[src/rtl/div_seq.sv]
// Radix-2 restoring divider for DIV/DIVU. The result appears WIDTH cycles after start is accepted.
// start is ignored while busy is high; outputs hold their value until the next completion.
module div_seq #(
   parameter int WIDTH = 32
) (
   input  logic             clk,
   input  logic             rst,
   input  logic             start,
   input  logic             sign,
   input  logic [WIDTH-1:0] dividend,
   input  logic [WIDTH-1:0] divisor,
   output logic             busy,
   output logic             done,
   output logic [WIDTH-1:0] quotient,
   output logic [WIDTH-1:0] remainder,
   output logic             div_by_zero
);

   localparam int CW = $clog2(WIDTH + 1);

   typedef enum logic {IDLE, RUN} state_t;

   state_t           state, state_nxt;
   logic [WIDTH-1:0] prem, prem_nxt;
   logic [WIDTH-1:0] qreg, qreg_nxt;
   logic [WIDTH-1:0] dvs_mag, dvs_mag_nxt;
   logic [WIDTH-1:0] dvd_raw, dvd_raw_nxt;
   logic [CW-1:0]    cnt, cnt_nxt;
   logic             neg_q, neg_q_nxt;
   logic             neg_r, neg_r_nxt;
   logic             zero_dvs, zero_dvs_nxt;
   logic [WIDTH-1:0] quotient_nxt, remainder_nxt;
   logic             done_nxt, dbz_nxt;

   logic [WIDTH:0]   shifted, diff;
   logic [WIDTH-1:0] step_rem, step_q;

   // The partial remainder stays below the divisor, so diff[WIDTH] is a valid borrow flag.
   assign shifted  = {prem, qreg[WIDTH-1]};
   assign diff     = shifted - {1'b0, dvs_mag};
   assign step_rem = diff[WIDTH] ? shifted[WIDTH-1:0] : diff[WIDTH-1:0];
   assign step_q   = {qreg[WIDTH-2:0], ~diff[WIDTH]};

   assign busy = (state == RUN);

   always_ff @(posedge clk or negedge rst) begin
      if (!rst) begin
         state       <= IDLE;
         prem        <= '0;
         qreg        <= '0;
         dvs_mag     <= '0;
         dvd_raw     <= '0;
         cnt         <= '0;
         neg_q       <= 1'b0;
         neg_r       <= 1'b0;
         zero_dvs    <= 1'b0;
         quotient    <= '0;
         remainder   <= '0;
         done        <= 1'b0;
         div_by_zero <= 1'b0;
      end else begin
         state       <= state_nxt;
         prem        <= prem_nxt;
         qreg        <= qreg_nxt;
         dvs_mag     <= dvs_mag_nxt;
         dvd_raw     <= dvd_raw_nxt;
         cnt         <= cnt_nxt;
         neg_q       <= neg_q_nxt;
         neg_r       <= neg_r_nxt;
         zero_dvs    <= zero_dvs_nxt;
         quotient    <= quotient_nxt;
         remainder   <= remainder_nxt;
         done        <= done_nxt;
         div_by_zero <= dbz_nxt;
      end
   end

   always_comb begin
      state_nxt     = state;
      prem_nxt      = prem;
      qreg_nxt      = qreg;
      dvs_mag_nxt   = dvs_mag;
      dvd_raw_nxt   = dvd_raw;
      cnt_nxt       = cnt;
      neg_q_nxt     = neg_q;
      neg_r_nxt     = neg_r;
      zero_dvs_nxt  = zero_dvs;
      quotient_nxt  = quotient;
      remainder_nxt = remainder;
      done_nxt      = 1'b0;
      dbz_nxt       = div_by_zero;

      case (state)
         IDLE: begin
            if (start) begin
               state_nxt    = RUN;
               prem_nxt     = '0;
               qreg_nxt     = (sign && dividend[WIDTH-1]) ? (~dividend + 1'b1) : dividend;
               dvs_mag_nxt  = (sign && divisor[WIDTH-1])  ? (~divisor + 1'b1)  : divisor;
               dvd_raw_nxt  = dividend;
               neg_q_nxt    = sign & (dividend[WIDTH-1] ^ divisor[WIDTH-1]);
               neg_r_nxt    = sign & dividend[WIDTH-1];
               zero_dvs_nxt = (divisor == '0);
               cnt_nxt      = CW'(WIDTH);
            end
         end
         RUN: begin
            prem_nxt = step_rem;
            qreg_nxt = step_q;
            cnt_nxt  = cnt - CW'(1);
            if (cnt == CW'(1)) begin
               state_nxt = IDLE;
               done_nxt  = 1'b1;
               dbz_nxt   = zero_dvs;
               // Negating a zero remainder yields zero, so no extra guard is needed.
               if (zero_dvs) begin
                  quotient_nxt  = '1;
                  remainder_nxt = dvd_raw;
               end else begin
                  quotient_nxt  = neg_q ? (~step_q + 1'b1) : step_q;
                  remainder_nxt = neg_r ? (~step_rem + 1'b1) : step_rem;
               end
            end
         end
         default: state_nxt = IDLE;
      endcase
   end

endmodule

[config.mk]
export PLATFORM = sky130hd
export DESIGN_NAME = div_seq
export DESIGN_NICKNAME = d
export VERILOG_FILES = /design/src/rtl/div_seq.sv
export SDC_FILE = /design/constraint.sdc
export NUM_CORES = 1
export LEC_CHECK = 0
export ABC_AREA = 1
export ABC_CLOCK_PERIOD_IN_PS = 4300
export CORE_MARGIN = 2
export CORE_UTILIZATION = 50
export CTS_BUF_LIST = sky130_fd_sc_hd__clkbuf_16
export DETAILED_ROUTE_END_ITERATION = 8
export PLACE_DENSITY_LB_ADDON = 0.08
export SLEW_MARGIN = 20
export SYNTH_ARGS = -nofsm -noshare
export SYNTH_HDL_FRONTEND = slang
export SYNTH_SLANG_ARGS = --single-unit
[constraint.sdc]
create_clock -name clk -period 4.3 [get_ports clk]
set_input_delay 0.645 -clock clk [delete_from_list [all_inputs] [get_ports clk]]
set_output_delay 0.645 -clock clk [all_outputs]
set_load 0.005 [all_outputs]
==> results.toml <==
[outcome]
status = "complete, no violations"

[floorplanning]
start_util = 0.506
die_h_um = 171
io_pins = 135
die_area_um2 = 29300
die_x_um = 171
rows = 61
core_um2 = 27600

[synthesis]
synth-edff-count = 0
synth_compound_area_frac = 0.147
syn_avg_cell_area_um2 = 6.80
synthMuxAreaShare = 0
ys_async_sr_fraction = 1.00
synth_top_family_by_area = "simple AND/OR/NAND/NOR gates"
synth_fa_ha_area_frac = 0.0354
synthTopCellsByCount = "nand2_1 (563), inv_1 (292), nor2_1 (209)"
ys_seq_area_frac = 0.365
yosysMostFrequentCell = "nand2_1"
ys.warnings.count = 0
synthesis.nets = 2164
yosysUniqueCellTypes = 46
ys_top_cells_by_area = "dfrtp_1 (37%), nand2_1 (15%), inv_1 (7.8%), nand3_1 (5.9%), nor2_1 (5.6%)"
synth_cells = 2057
synth_xor_area_frac = 0.0351
synth_seq_cells = 204
synthFlopType = "dfrtp_1"
yosysTopAreaCellShare = 0.365
yosys.area_share.simple = 0.316
syn_area_um2 = 14000
synth_top_area_cell = "dfrtp_1"

[timing]
setup_viol = 0
fin_skew_ns = 0.0246
fin_crit_sh = 0.940
fin_hold_ws_ns = 0.237
fmaxAchievable_ghz = 0.247
report.final.slew_viol_count = 0
tns_ns = 0
fin_crit_ns = 4.04
hold_violations = 0
worst_slew_pin_slew_ns = 1.05
relSlewSlack = 0.298

[grt]
grt_antenna_before_repair = 1
grt_pass1_vias = 13400
overflow = 0
grt_max_degree = 95
grt_use_total = 0.325
grt_pass1_wl_mm = 73.6

[setup_path]
crit_arrival_ns = 4.52
cp-start-kind = "flop"
endpoint_kind = "flop"
timing_worst_setup_path_type = "reg2reg"
critPathRequiredTime_ns = 4.78
cp_max_fo = 4
slowest_stage = "o41ai_1"
cpMostUsedCell = "nand2_1"
critPathLaunch = "qreg[31]"
critPathBufInv = 4
r2r_start = "qreg[31]"
cp_top_family = "simple AND/OR/NAND/NOR gates"
critPathMaxStageDelay_ns = 0.57

[clocking]
cts-buffers-inserted = 25
cts.clk_slew.worst_paths_ns = 0.06
cts.htree.levels = 1
clk_path_buf_depth = 3
root_buffer = "clkbuf_16"
cts_sinks = 204
insertion_delay_ns = 0.54
tritoncts = "done"

[finish]
area_growth_pct = 19.0
diodes = 0
post_route_cells_drive_above_1_share = 0.0601
fillers = 2707
seq_area_um2 = 5100
layout.nets = 2286
multiInputGateArea_um2 = 7500

[placed_design]
dp_hpwl_mm = 36.2
port-buffer-count = 134
gp_congestion = 0.927

[route]
routed_via_density = 5.51
wirelength_mm = 47.5
drt_first_pass_iters = 5
vias = 14200
drt-initial-drc-count = 1436
antenna_left = 0
drc_errors = 0
post_drt_wl_per_cell_um = 18.4

[power]
p_per_area_nw_per_um2 = 982
power.total_uw = 16300
p_leak_uw = 0.00808
ir_drop_v = 0.000529

[hold_path]
holdCritPathClass = "in2async"

[run]
drv_cap = 0
## path summary, 6_finish.rpt
check | slack (ns) | cells past startpoint | endpoint
setup / recovery | 0.26 | 25 | quotient[24]
hold / removal | 0.24 | 1 | dvs_mag[19]
setup reg to reg | 0.26 | 25 | quotient[24]
hold reg to reg | 0.48 | 2 | dvs_mag[5]
max in group asynchronous | 3.13 | 2 | quotient[5]
min in group clk | 0.48 | 2 | dvs_mag[5]
## metrics by stage
| stage | instances | setup slack (ns) | area (µm²) | util |
|---|---|---|---|---|
| 3_5_place_dp | 2529 | 0.146 | 15800 | 0.570 |
| 6_report | 2576 | 0.258 | 16600 | 0.602 |
| 4_1_cts | 2575 | 0.134 | 16600 | 0.601 |
| 5_1_grt | 2576 | -0.0829 | 16600 | 0.602 |
| 3_3_place_gp | 2529 | 0.228 | 15800 | 0.570 |
| 2_1_floorplan | 2057 | 0.426 | 14000 | - |
## metal layers
layer  up-vias  GRT usage  share of wire
met5         -          0        0.00019
met4         2     0.0737          0.023
met3        73     0.0414          0.068
met2       535      0.509           0.44
met1      6653      0.480           0.47
li1       6922          -              -
## sequential cells by signal, indices dropped and copies added (netlist names)
| signal | count |
|---|---|
| qreg | 32 |
| busy | 1 |
| cnt | 6 |
| prem | 32 |
| zero_dvs | 1 |
| div_by_zero | 1 |
| neg_q | 1 |
| dvd_raw | 32 |
| quotient | 32 |
| remainder | 32 |
| dvs_mag | 32 |
| neg_r | 1 |
| done | 1 |
## layout by cell type, fill, tap and decap left out, types with 25 or more instances in the layout
| cell | count |
|---|---|
| dfrtp_1 | 204 |
| ha_1 | 38 |
| buf_4 | 28 |
| nor2_1 | 206 |
| a21oi_1 | 72 |
| o22ai_1 | 32 |
| inv_1 | 295 |
| o21ai_0 | 143 |
| nand2_1 | 562 |
| clkdlybuf4s50_1 | 133 |
| xor2_1 | 40 |
| clkbuf_16 | 25 |
| nand3_1 | 163 |
## timing repair
item | 4_1_cts | 5_1_grt
buffers inserted | 0 | 1
setup endpoints to repair | 0 | 17
hold buffers | 0 | 0
resized for setup | 0 | 10
## worst reg2reg max path, stage by stage (launching register included)
cell and delay (ns):
dfrtp_1 0.41, inv_1 0.07, ha_1 0.13, inv_1 0.06, fa_2 0.37, nand2_1 0.09
nand2_1 0.07, nand3_1 0.10, nand2_2 0.09, nand2_1 0.08, nand2_2 0.09, nand2_4 0.10
nand3_2 0.10, nand2_2 0.14, ha_1 0.19, nand4_1 0.21, nor2_4 0.22, nand3_2 0.13
nor3_2 0.14, buf_4 0.15, nand2_1 0.08, o41ai_1 0.57, a21oi_1 0.12, o21ai_0 0.10
o21ai_0 0.10, inv_1 0.07
## report_power, final
group          internal, µW  leakage [µW]  total, µW  switching, µW
combinational          3620       0.00523      10500           6900
sequential             2910       0.00244       3650            746
clock                  1300      0.000408       2150            858
total                  7830       0.00808      16300           8510
## cell families after synthesis
family / Yosys count
simple gates: 1042
buf+inv: 368
xor+xnor: 56
flops: 204
fa+ha+maj: 39
compound gates: 348
## cell type report
cell class / count / share of cell area
flip-flops and latches: 204 / 0.307
clock buffers: 25 / 0.0376
multi-input cells: 1485 / 0.451
inverters: 298 / 0.0672
clock inverters: 21 / 0.0125
repair buffers: 165 / 0.0966
well taps: 378 / 0.0284
No activity file was read; power rests on OpenSTA's default activity.
==> RTL change 1: new RTL, same flow settings <==
Make the reset (`rst`) synchronous in one clocked block.
--- a/src/rtl/div_seq.sv
+++ b/src/rtl/div_seq.sv
@@ -44,5 +44,5 @@
    assign busy = (state == RUN);
 
-   always_ff @(posedge clk or negedge rst) begin
+   always_ff @(posedge clk) begin
       if (!rst) begin
          state       <= IDLE;
Function: differs if rst is asserted again (counterexample within 4 cycles, from zero or initial values and one cycle with rst low); with rst held inactive, the same outputs for 10 cycles.
==> RTL change 1 against the original RTL <==
Sequential cell count unchanged. Final cell count up 5.1%. Largest cell class unchanged. Highest routed layer is now met4. Worst setup slack better by 0.048 ns. Utilization down 1.2 points. Design area down 1.4%. Area after synthesis up 0.86%. First-iteration DRC count down 2.2%. Non-clock buffer count down 13. Clock skew down 0.0091 ns. Wire length down 1.9%. Via count up 5.0%.
Power is left out: the tool's default activity adds up to more than one toggle a clock period on the data nets, which glitch-free logic cannot reach.
==> RTL change 1: results <==
{
  "status": "finished, final reports clean",
  "via_count": 14900,
  "grt.total_usage_pct": 31.8,
  "hpwl_mm": 34.9,
  "cp_max_fo": 34,
  "top_layer": "met4",
  "gp_congestion": 0.937,
  "dp.cells": 2664,
  "place_ws_ns": 0.259,
  "drt-wirelength-per-cell_um": 17.2,
  "syn_inst": 2225,
  "tightestPinTransition_ns": 1.11,
  "grt_max_degree": 93,
  "drt-pass1-iter-count": 6,
  "fin_nets": 2420,
  "clock_latency_ns": 0.55,
  "yosys_warnings": 0,
  "arrival_ns": 4.48,
  "cp_top_family": "simple AND/OR/NAND/NOR gates",
  "drive_gt1_share_pct": 7.60,
  "wl_met2_mm": 20.0,
  "postPlaceCellArea_sq_um": 15600,
  "yosysSeqAreaShare_pct": 29.0,
  "grt_use_met2_pct": 49.6,
  "synth.area.top_cells": "dfxtp_1, nand2_1, inv_1",
  "antenna_found_initial": 0,
  "dr.first_iter.drc_count": 1404,
  "finClkSkew_ns": 0.0154,
  "synthesis.nets": 2332,
  "async_reset_ff_share_pct": 0,
  "met3_usage_pct": 5.08,
  "grt_pass1_vias": 13800,
  "cpMaxStageDelayCell": "buf_4",
  "cts_resized": 0,
  "min_path_type": "flop to flop",
  "route.met3.wl_mm": 3.73,
  "m1WireLength_mm": 21.7,
  "critPathMaxStageDelay_ns": 0.40,
  "synth-main-ff-cell": "dfxtp_1",
  "reg2regPathDepth": 25,
  "cts_setup_buffers": 0,
  "use_met1_pct": 45.9,
  "grt_pass1_wl_mm": 74.3,
  "yosysUniqueCellTypes": 63,
  "clk_pin_slew_worst_paths_ns": 0.06,
  "drt-total-wl_mm": 46.6,
  "cts_root_buffer": "clkbuf_16",
  "synth_common_cells": "nand2_1, inv_1, dfxtp_1",
  "numCtsBuffers": 25
}
-- RTL change 1: cell count changes after synthesis, sizes merged, moves of 18 or more --
cell,unedited run,this run
a21oi,76,117
nand3,167,149
nor2,217,187
dfrtp,204,0
nand2,590,676
dfxtp,0,204
inv,294,322
-- RTL change 1: worst paths after layout --
check | slack [ns] | end | from
max | 0.31 | remainder[26]$_SDFFE_PN0P_ | qreg[31]$_SDFFE_PN0P_
min | 0.47 | dvd_raw[5]$_SDFFE_PN0P_ | dvd_raw[5]$_SDFFE_PN0P_
max reg2reg | 0.31 | remainder[26]$_SDFFE_PN0P_ | qreg[31]$_SDFFE_PN0P_
min reg2reg | 0.47 | dvd_raw[5]$_SDFFE_PN0P_ | dvd_raw[5]$_SDFFE_PN0P_
-- RTL change 1: logic make-up after synthesis --
kind of cell	Yosys count	share of synthesized area, %
compound gates	403	17.1
xor+xnor	55	3.42
fa+ha+maj	39	3.51
buf+inv	417	12.0
flops	204	29.0
simple gates	1107	35.0
-- RTL change 1: worst register-to-register path, stage by stage (launching register included) --
cell and delay [ns]:
dfxtp_2 0.34, inv_1 0.06, ha_1 0.13, inv_1 0.05
fa_1 0.39, nand2_1 0.09, nand2_1 0.09, nand3_2 0.09
nand2_2 0.08, nand2_2 0.08, nand2_4 0.07, nand2_4 0.11
nand3_4 0.11, nand2_4 0.12, buf_4 0.40, nand2_1 0.23
nand2_4 0.13, ha_1 0.19, nand3_1 0.15, nor2_4 0.18
nand4_1 0.16, nand2_2 0.22, nand3_1 0.11, nand2_1 0.07
nand3_1 0.18, nand2_1 0.11
-- RTL change 1: final cells by class --
type                       count  area [sq um]
inverter                     326          1230
clock buffer                  25           626
tap                          378           473
sequential                   204          4090
clock inverter                19           158
timing repair buffer         152          1480
fill                        2773         11400
multi-input combinational   1604          8350
==> RTL change 2: new RTL, config.mk and constraints unchanged <==
Made on the original files. The parameter `WIDTH` goes from 32 to 16.
--- a/src/rtl/div_seq.sv
+++ b/src/rtl/div_seq.sv
@@ -2,5 +2,5 @@
 // start is ignored while busy is high; outputs hold their value until the next completion.
 module div_seq #(
-   parameter int WIDTH = 32
+   parameter int WIDTH = 16
 ) (
    input  logic             clk,
Ports: changed (resized dividend, divisor, quotient and remainder); port bits go from 135 to 71. No check against the original RTL was run, so the function may have changed too.
==> RTL change 2 against the original RTL <==
Non-clock buffer count decreased by 86. Wire length decreased by 62%. Fmax increased by 14%. Sequential share of layout area increased by 2.8 points. Count of clock-buffer cells in the layout decreased by 16. Worst setup slack improved by 0.49 ns. Utilization decreased by 0.096 points. Sequential cell count decreased by 97. Area after synthesis decreased by 51%. First-iteration DRC count decreased by 59%. Design area decreased by 52%. Power decreased by 52%. Die area decreased by 50%. Critical endpoint is now quotient[14]$_DFFE_PN0P_. Highest routed layer is now met4.
==> RTL change 2: results <==
{
  "status": "finished, final reports clean",
  "critPathCapture": "quotient[14]$_DFFE_PN0P_",
  "wl_met2_mm": 8.06,
  "synth_compound_area_share_pct": 16.5,
  "power.static_leakage_nw": 3.79,
  "synthesis.nets": 950,
  "yosysSeqAreaShare_pct": 39.2,
  "hpwl_mm": 13.9,
  "grt_max_degree": 60,
  "cts_max_level": 3,
  "numCtsBuffers": 9,
  "cp_max_fo": 23,
  "place_ws_ns": 0.770,
  "finClkSkew_ns": 0.0115,
  "grt.total_usage_pct": 26.4,
  "yosysUniqueCellTypes": 53,
  "m1WireLength_mm": 8.53,
  "fin_nets": 1011,
  "synth-xor-area-share_pct": 3.85,
  "reg2regPathDepth": 23,
  "route.met3.wl_mm": 1.21,
  "antenna_found_initial": 0,
  "worstSetupStartpoint": "qreg[15]$_DFFE_PN0P_",
  "drt-wirelength-per-cell_um": 16.0,
  "arrival_ns": 3.81,
  "grt_pass1_vias": 6103,
  "ctsLongestPathBuffers": 2,
  "grt_use_met2_pct": 39.6,
  "port_buffers": 70,
  "synthAdderAreaFrac_pct": 4.32,
  "clock_latency_ns": 0.36,
  "cpMaxStageDelayCell": "fa_1",
  "tightestPinTransition_ns": 0.773,
  "cts_setup_buffers": 0,
  "synth.area.top_cells": "dfrtp_1, nand2_1, inv_1",
  "grt_pass1_wl_mm": 30.5,
  "fillerInstances": 1232,
  "dieArea_sq_um": 14600,
  "use_met1_pct": 39.2,
  "r2r_slack_ns": 0.74,
  "postPlaceCellArea_sq_um": 7670,
  "max-vdd-ir-drop_uv": 457,
  "critPathMaxStageDelay_ns": 0.42,
  "synth-main-ff-cell": "dfrtp_1",
  "via_per_inst": 5.54,
  "finalCriticalPeriod_ns": 3.56,
  "dr.first_iter.drc_count": 582,
  "drive_gt1_share_pct": 7.94
}
## RTL change 2: cell count changes in the layout (fill, tap and decap cells not counted), sizes merged, moves of 23 or more
cell,delta
a21oi,-52
clkdlybuf4s50,-64
dfrtp,-97
inv,-178
nand2,-347
nand3,-107
nor2,-147
o21ai,-88
xor2,-23
## RTL change 2: per-stage QoR
stage / hold WS, ns / cells / utilization [%]
global placement: 0.464 / 1117 / 57.7
finish: 0.367 / 1133 / 60.1
floorplan: 0.349 / 891 / -
global route: 0.418 / 1133 / 60.1
detailed placement: 0.479 / 1117 / 57.7
CTS: 0.390 / 1133 / 60.1
## RTL change 2: layout make-up
class                   count  area, sq um  area share [%]
clock buffers               9          225            2.82
clock inverters             7         92.6            1.16
inverters                 118          443            5.54
multi-input cells         637         3570            44.6
flip-flops and latches    107         2680            33.5
well taps                 176          220            2.76
repair buffers             79          766            9.58
## RTL change 2: report_power, final
group	switching, mW	internal [mW]
Clock	0.383	0.511
Combinational	3.10	1.87
Sequential	0.391	1.50
Total	3.87	3.89
